--- src/rtl/scene_sequencer_pkg.sv ---
// Shared definitions for the video pipeline: sequencer state encoding and
// default raster geometry used by the timing, graphics and sequencer blocks.
package scene_sequencer_pkg;

    typedef enum logic [1:0] {
        ST_FADE_IN  = 2'd0,
        ST_RUN      = 2'd1,
        ST_PAUSE    = 2'd2,
        ST_FADE_OUT = 2'd3
    } state_t;

    localparam int unsigned H_ACTIVE_DEFAULT = 640;
    localparam int unsigned V_ACTIVE_DEFAULT = 480;

    // Auto-advance order: 0 -> 1 -> 2 -> 3 -> 0.
    function automatic logic [1:0] next_scene(input logic [1:0] s);
        return s + 2'd1;
    endfunction

endpackage

--- src/rtl/scene_sequencer_cfg_sync.sv ---
// Two-flop synchronizer for asynchronous level controls plus one strobe input
// whose rising edge is detected after synchronization.
module cfg_sync #(
    parameter int unsigned WIDTH = 1
) (
    input  logic             clk,
    input  logic             rst_n,
    input  logic [WIDTH-1:0] lvl_async,
    input  logic             strobe_async,
    output logic [WIDTH-1:0] lvl_sync,
    output logic             strobe_rise
);

    logic [WIDTH:0] meta_q, meta_d;
    logic [WIDTH:0] sync_q, sync_d;
    logic           strobe_prev_q, strobe_prev_d;

    always_comb begin
        meta_d        = {strobe_async, lvl_async};
        sync_d        = meta_q;
        strobe_prev_d = sync_q[WIDTH];
    end

    always_ff @(posedge clk or negedge rst_n) begin
        if (!rst_n) begin
            meta_q        <= '0;
            sync_q        <= '0;
            strobe_prev_q <= 1'b0;
        end else begin
            meta_q        <= meta_d;
            sync_q        <= sync_d;
            strobe_prev_q <= strobe_prev_d;
        end
    end

    assign lvl_sync    = sync_q[WIDTH-1:0];
    assign strobe_rise = sync_q[WIDTH] & ~strobe_prev_q;

endmodule

--- src/rtl/scene_sequencer.sv ---
// Scene sequencer: fades scenes in and out, scrolls the active scene once per
// frame and handles asynchronous pause / scene-load requests.
module scene_sequencer
    import scene_sequencer_pkg::*;
#(
    parameter int unsigned H_ACTIVE     = H_ACTIVE_DEFAULT,
    parameter int unsigned V_ACTIVE     = V_ACTIVE_DEFAULT,
    parameter int unsigned SCENE_FRAMES = 240,
    parameter int unsigned FADE_FRAMES  = 4
) (
    input  logic       clk,
    input  logic       rst_n,
    input  logic [9:0] x,
    input  logic [9:0] y,
    input  logic       cfg_pause,
    input  logic       cfg_load,
    input  logic [1:0] cfg_scene,
    input  logic [1:0] cfg_speed,
    output logic       frame_tick,
    output logic [1:0] scene,
    output logic [9:0] scroll_x,
    output logic [9:0] scroll_y,
    output logic [1:0] fade_level,
    output logic       audio_en
);

    localparam int unsigned FC_W = $clog2(SCENE_FRAMES + 1);
    localparam int unsigned FD_W = $clog2(FADE_FRAMES + 1);
    localparam logic [FC_W-1:0] FC_LAST = FC_W'(SCENE_FRAMES - 1);
    localparam logic [FC_W-1:0] FC_ONE  = FC_W'(1);
    localparam logic [FD_W-1:0] FD_LAST = FD_W'(FADE_FRAMES - 1);
    localparam logic [FD_W-1:0] FD_ONE  = FD_W'(1);
    localparam logic [9:0]      H_LIM   = 10'(H_ACTIVE);
    localparam logic [9:0]      V_LAST  = 10'(V_ACTIVE - 1);
    localparam logic [9:0]      V_TICK  = 10'(V_ACTIVE);

    state_t            state_q, state_d;
    logic [1:0]        fade_q, fade_d;
    logic [1:0]        scene_q, scene_d;
    logic [1:0]        target_q, target_d;
    logic [1:0]        y_div_q, y_div_d;
    logic              pending_q, pending_d;
    logic              frame_tick_q, frame_tick_d;
    logic              audio_en_q, audio_en_d;
    logic [9:0]        scroll_x_q, scroll_x_d;
    logic [9:0]        scroll_y_q, scroll_y_d;
    logic [FC_W-1:0]   frame_cnt_q, frame_cnt_d;
    logic [FD_W-1:0]   fade_cnt_q, fade_cnt_d;
    logic [9:0]        sum_x;

    logic [2:0]        cfg_lvl_s;
    logic              load_rise;
    logic              pause_s;
    logic [1:0]        scene_s;

    cfg_sync #(
        .WIDTH(3)
    ) u_cfg_sync (
        .clk         (clk),
        .rst_n       (rst_n),
        .lvl_async   ({cfg_pause, cfg_scene}),
        .strobe_async(cfg_load),
        .lvl_sync    (cfg_lvl_s),
        .strobe_rise (load_rise)
    );

    assign pause_s = cfg_lvl_s[2];
    assign scene_s = cfg_lvl_s[1:0];

    always_comb begin
        state_d      = state_q;
        fade_d       = fade_q;
        scene_d      = scene_q;
        target_d     = target_q;
        y_div_d      = y_div_q;
        pending_d    = pending_q;
        scroll_x_d   = scroll_x_q;
        scroll_y_d   = scroll_y_q;
        frame_cnt_d  = frame_cnt_q;
        fade_cnt_d   = fade_cnt_q;
        frame_tick_d = (x == 10'd0) && (y == V_TICK);
        sum_x        = scroll_x_q + {8'd0, cfg_speed};

        // All visible state moves only in the cycle after frame_tick (vblank).
        if (frame_tick_q) begin
            unique case (state_q)
                ST_FADE_IN: begin
                    if (fade_cnt_q == FD_LAST) begin
                        fade_cnt_d = '0;
                        fade_d     = fade_q + 2'd1;
                        if (fade_q == 2'd2) state_d = ST_RUN;
                    end else begin
                        fade_cnt_d = fade_cnt_q + FD_ONE;
                    end
                end
                ST_RUN: begin
                    scroll_x_d  = (sum_x >= H_LIM) ? (sum_x - H_LIM) : sum_x;
                    if ((cfg_speed != 2'd0) && (y_div_q == 2'd3))
                        scroll_y_d = (scroll_y_q == V_LAST) ? '0 : scroll_y_q + 10'd1;
                    y_div_d     = y_div_q + 2'd1;
                    frame_cnt_d = frame_cnt_q + FC_ONE;
                    // A pending load beats both auto-advance and pause.
                    if (pending_q) begin
                        state_d    = ST_FADE_OUT;
                        pending_d  = 1'b0;
                        fade_cnt_d = '0;
                    end else if (frame_cnt_q == FC_LAST) begin
                        state_d    = ST_FADE_OUT;
                        target_d   = next_scene(scene_q);
                        fade_cnt_d = '0;
                    end else if (pause_s) begin
                        state_d = ST_PAUSE;
                    end
                end
                ST_PAUSE: begin
                    if (pending_q) begin
                        state_d    = ST_FADE_OUT;
                        pending_d  = 1'b0;
                        fade_cnt_d = '0;
                    end else if (!pause_s) begin
                        state_d = ST_RUN;
                    end
                end
                ST_FADE_OUT: begin
                    if (fade_cnt_q == FD_LAST) begin
                        fade_cnt_d = '0;
                        fade_d     = fade_q - 2'd1;
                        if (fade_q == 2'd1) begin
                            scene_d     = target_q;
                            scroll_x_d  = '0;
                            scroll_y_d  = '0;
                            frame_cnt_d = '0;
                            y_div_d     = '0;
                            state_d     = ST_FADE_IN;
                        end
                    end else begin
                        fade_cnt_d = fade_cnt_q + FD_ONE;
                    end
                end
            endcase
        end

        // During a fade a load only retargets; it never queues another fade.
        if (load_rise) begin
            target_d = scene_s;
            if ((state_q == ST_RUN) || (state_q == ST_PAUSE)) pending_d = 1'b1;
        end

        audio_en_d = (state_d == ST_RUN);
    end

    always_ff @(posedge clk or negedge rst_n) begin
        if (!rst_n) begin
            state_q      <= ST_FADE_IN;
            fade_q       <= '0;
            scene_q      <= '0;
            target_q     <= '0;
            y_div_q      <= '0;
            pending_q    <= 1'b0;
            frame_tick_q <= 1'b0;
            audio_en_q   <= 1'b0;
            scroll_x_q   <= '0;
            scroll_y_q   <= '0;
            frame_cnt_q  <= '0;
            fade_cnt_q   <= '0;
        end else begin
            state_q      <= state_d;
            fade_q       <= fade_d;
            scene_q      <= scene_d;
            target_q     <= target_d;
            y_div_q      <= y_div_d;
            pending_q    <= pending_d;
            frame_tick_q <= frame_tick_d;
            audio_en_q   <= audio_en_d;
            scroll_x_q   <= scroll_x_d;
            scroll_y_q   <= scroll_y_d;
            frame_cnt_q  <= frame_cnt_d;
            fade_cnt_q   <= fade_cnt_d;
        end
    end

    assign frame_tick = frame_tick_q;
    assign scene      = scene_q;
    assign scroll_x   = scroll_x_q;
    assign scroll_y   = scroll_y_q;
    assign fade_level = fade_q;
    assign audio_en   = audio_en_q;

endmodule
--- config.mk ---
export PLATFORM = sky130hd
export DESIGN_NAME = scene_sequencer
export DESIGN_NICKNAME = d
export VERILOG_FILES = /design/src/rtl/scene_sequencer_pkg.sv /design/src/rtl/scene_sequencer_cfg_sync.sv /design/src/rtl/scene_sequencer.sv
export SDC_FILE = /design/constraint.sdc
export NUM_CORES = 1
export LEC_CHECK = 0
export ABC_AREA = 0
export BUFFER_PORTS_ARGS = -buffer_cell sky130_fd_sc_hd__buf_4
export CAP_MARGIN = 25
export CORE_UTILIZATION = 50
export CTS_CLUSTER_DIAMETER = 120
export DETAILED_ROUTE_END_ITERATION = 8
export PLACE_DENSITY = 0.7
export SLEW_MARGIN = 10
export SYNTH_ARGS = -nofsm -noshare
export SYNTH_HDL_FRONTEND = slang
export SYNTH_SLANG_ARGS = --single-unit
--- constraint.sdc ---
create_clock -name clk -period 2.7 [get_ports clk]
set_clock_uncertainty 0.15 [all_clocks]
set_input_delay 0.27 -clock clk [delete_from_list [all_inputs] [get_ports clk]]
set_output_delay 0.27 -clock clk [all_outputs]
set_load 0.05 [all_outputs]
==> flow_summary.json <==
{
  "outcome": "finished clean",
  "wire_per_inst_um": 13.8,
  "ys_warn_count": 0,
  "worst_pin_slew_ns": 0.658,
  "setup_viol_count_final": 0,
  "fin_nets": 382,
  "maxSlewViolCount": 0,
  "clock_path_buffers": 2,
  "fmax_mhz": 430,
  "endpoint_kind": "flip-flop",
  "die_height_um": 76.9,
  "critPathMaxFanout": 4,
  "path_common_cell": "ha_1",
  "whs_path_depth": 4,
  "yosysSeqAreaShare_pct": 47.2,
  "placed_cells": 397,
  "area_growth_pct": 23.2,
  "grt_usage_pct": 20.9,
  "insertion_delay_ns": 0.31,
  "power_frac_seq_pct": 56.0,
  "ys_seq_elements": 53,
  "critPathBufInv": 1,
  "core_region_area_um2": 5270,
  "hp-start": "y[1]",
  "setup.worst_path.start_class": "flip-flop",
  "place_ws_ns": 0.398,
  "synth_fp_nets": 319,
  "tns_ns": 0,
  "r2r_end": "scroll_x[8]",
  "hold_viol": 0,
  "power.share.switching_pct": 20.8,
  "grt_pass1_vias": 2223,
  "grt_pass1_wl_um": 9940,
  "fin_area_um2": 3460,
  "stdcell_count": 410,
  "syn_avg_cell_area_um2": 10.2,
  "period_share_pct": 86.0,
  "critPathMaxStageDelay_ns": 0.41,
  "peakVddDrop_v": 0.000367,
  "cts.sink_count": 53,
  "p_int_mw": 1.15,
  "port_buffers": 53,
  "critPathArrivalTime_ns": 2.42,
  "crit_type": "flip-flop to flip-flop",
  "path_cells": "ha_1 > inv_1 > fa_1 > nor4_1 > xnor2_1 > ha_1 > a21oi_1 > a22o_1",
  "ant_nets": 0,
  "dp_hpwl_um": 4170,
  "ios": 54,
  "root_buffer": "clkbuf_8",
  "timing.hold.ws_ns": 0.0365,
  "drt-total-wl_um": 5670,
  "crit_slowest_cell": "fa_1",
  "dieArea_um2": 5920,
  "r2r_cells": 8,
  "syn_area_um2": 2810,
  "power.switching_mw": 0.302,
  "maxSlewHeadroom_pct": 56.1,
  "fin_crit_ns": 2.32,
  "drive_gt1_share_pct": 23.2,
  "synth_flop_cell": "dfrtp_1",
  "globalRouteOverflowTotal": 0,
  "dr.pass1.iters": 4,
  "power.share.clock_pct": 38.6,
  "initial_core_util_pct": 53.3,
  "cap_violations": 0,
  "p_per_area_nw_per_um2": 419,
  "setup_ws_ns": 0.377,
  "grt_setup_unrepaired": "false",
  "path_clk_slew_ns": 0.09,
  "cts_resized": 0,
  "detail_route.vias_per_cell": 5.35,
  "antenna_found_initial": 0,
  "n_antenna_cell": 0,
  "min_path_type": "primary input to flip-flop",
  "postPlaceCellArea_um2": 3290,
  "r2r-start": "scroll_x[0]",
  "cts_tree": "yes",
  "ys_types": 53,
  "die_w_um": 76.9,
  "leakagePower_nw": 1.66,
  "required_ns": 2.80,
  "routed-via-count": 2195,
  "crit_family": "adder cells",
  "hold_end": "frame_tick",
  "ff2ff_setup_slack_ns": 0.38,
  "drcViolationCount": 0,
  "drtIter0Drc": 93,
  "rows": 26,
  "cts-buffers-inserted": 5,
  "grt_max_degree": 54,
  "async_flop_share_pct": 100,
  "combPwrFrac_pct": 5.4,
  "synth_edf_count": 0,
  "synthCells": 276,
  "globalplace.congestion": 0.815,
  "htree_levels": 2
}
power by group through the flow:
| stage | Combinational (mW) | Sequential [mW] | Clock [mW] |
|---|---|---|---|
| 3_3_place_gp | 0.0722 | 0.826 | 0 |
| 6_report | 0.0776 | 0.811 | 0.560 |
| 5_1_grt | 0.0882 | 0.813 | 0.606 |
| 4_1_cts | 0.0796 | 0.811 | 0.575 |
| 2_1_floorplan | 0.0169 | 0.831 | 0 |
| 3_5_place_dp | 0.0738 | 0.827 | 0 |
per-stage QoR:
stage	utilization [%]	power [mW]
floorplan	-	0.848
global placement	62.4	0.899
detailed placement	62.4	0.901
CTS	65.6	1.47
global route	65.6	1.51
finish	65.6	1.45
cells in the final DEF (no fill, tap or decap), drive strengths merged, types with 4 or more instances in the layout:
cell	Yosys	final
dfrtp	53	53
nor4	7	7
o21ai	15	15
nand3	9	9
xnor2	10	10
ha	14	14
nand2	30	30
clkbuf	1	6
xor2	9	9
nor2	26	26
dlygate4sd3	0	5
or3	4	4
nand4	7	7
buf	3	55
nor3	9	9
a22o	5	5
nand2b	4	4
inv	15	15
a21oi	15	15
repair_timing:
action,4_1_cts,5_1_grt
endpoints found under the hold margin,57,0
hold buffers,5,0
buffers inserted,0,0
layout make-up:
| cell class | count | area, µm² |
|---|---|---|
| flip-flops and latches | 53 | 1330 |
| inverters | 15 | 56.3 |
| fillers | 452 | 1810 |
| well taps | 70 | 87.6 |
| repair buffers | 60 | 463 |
| clock inverters | 2 | 37.5 |
| multi-input cells | 204 | 1410 |
| clock buffers | 6 | 82.6 |
state kept, by name, indices dropped and copies added, names as in the netlist, 2 cells and up:
register,cells
u_cfg_sync.sync_q,4
scene,2
scroll_y,10
y_div_q,2
frame_cnt_q,8
u_cfg_sync.meta_q,4
fade_cnt_q,3
scroll_x,10
fade_level,2
state_q,2
target_q,2
worst max path at each step:
stage / from / end / slack [ns] / depth (start not counted)
after detailed placement: scroll_x[0] / scroll_x[8] / 0.40 / 8
final: scroll_x[0] / scroll_x[8] / 0.38 / 8
after global routing: scroll_x[0] / scroll_x[9] / 0.24 / 8
after floorplan: scroll_x[0] / scroll_x[8] / 0.17 / 8
after CTS: scroll_x[0] / scroll_x[8] / 0.36 / 8
after global placement: cfg_speed[0] / scroll_x[8] / 0.47 / 9
cell families (layout without fill, tap and decap cells):
kind of cell	after synthesis	in the layout	share of synthesized area, %
compound gates	55	55	13.4
xor+xnor	19	19	6.19
fa+ha+maj	15	15	6.95
buf+inv	19	83	2.67
flops	53	53	47.2
mux	4	4	1.52
simple gates	111	111	22.0
cells in the mapped netlist, types with 4 or more instances:
cell type  count  area [µm²]
nor3_1         7        35.0
a21oi_1       14        70.1
nor4_1         4        25.0
a22o_1         5        43.8
o21ai_1       11        55.1
nand4_1        6        37.5
o21ai_0        4        20.0
nand2_1       29         109
xor2_1         8        70.1
xnor2_1       10        87.6
nor2_1        26        97.6
nand3_1        9        45.0
dfrtp_1       53        1330
inv_1         14        52.6
or3_1          4        25.0
ha_1          14         175
routing by layer:
metal	wire length [µm]	vias up	GRT usage, %
li1	-	1097	-
met4	68	0	6.54
met1	2600	1045	26.7
met5	0	-	0
met3	198	9	4.17
met2	2800	44	35.4
worst min-delay path: cells and delay by family:
family                 cells  cell delay [ns]
buffers and inverters      1             0.08
AND/OR/NAND/NOR            3             0.12
(Power assumes the default switching activity.)
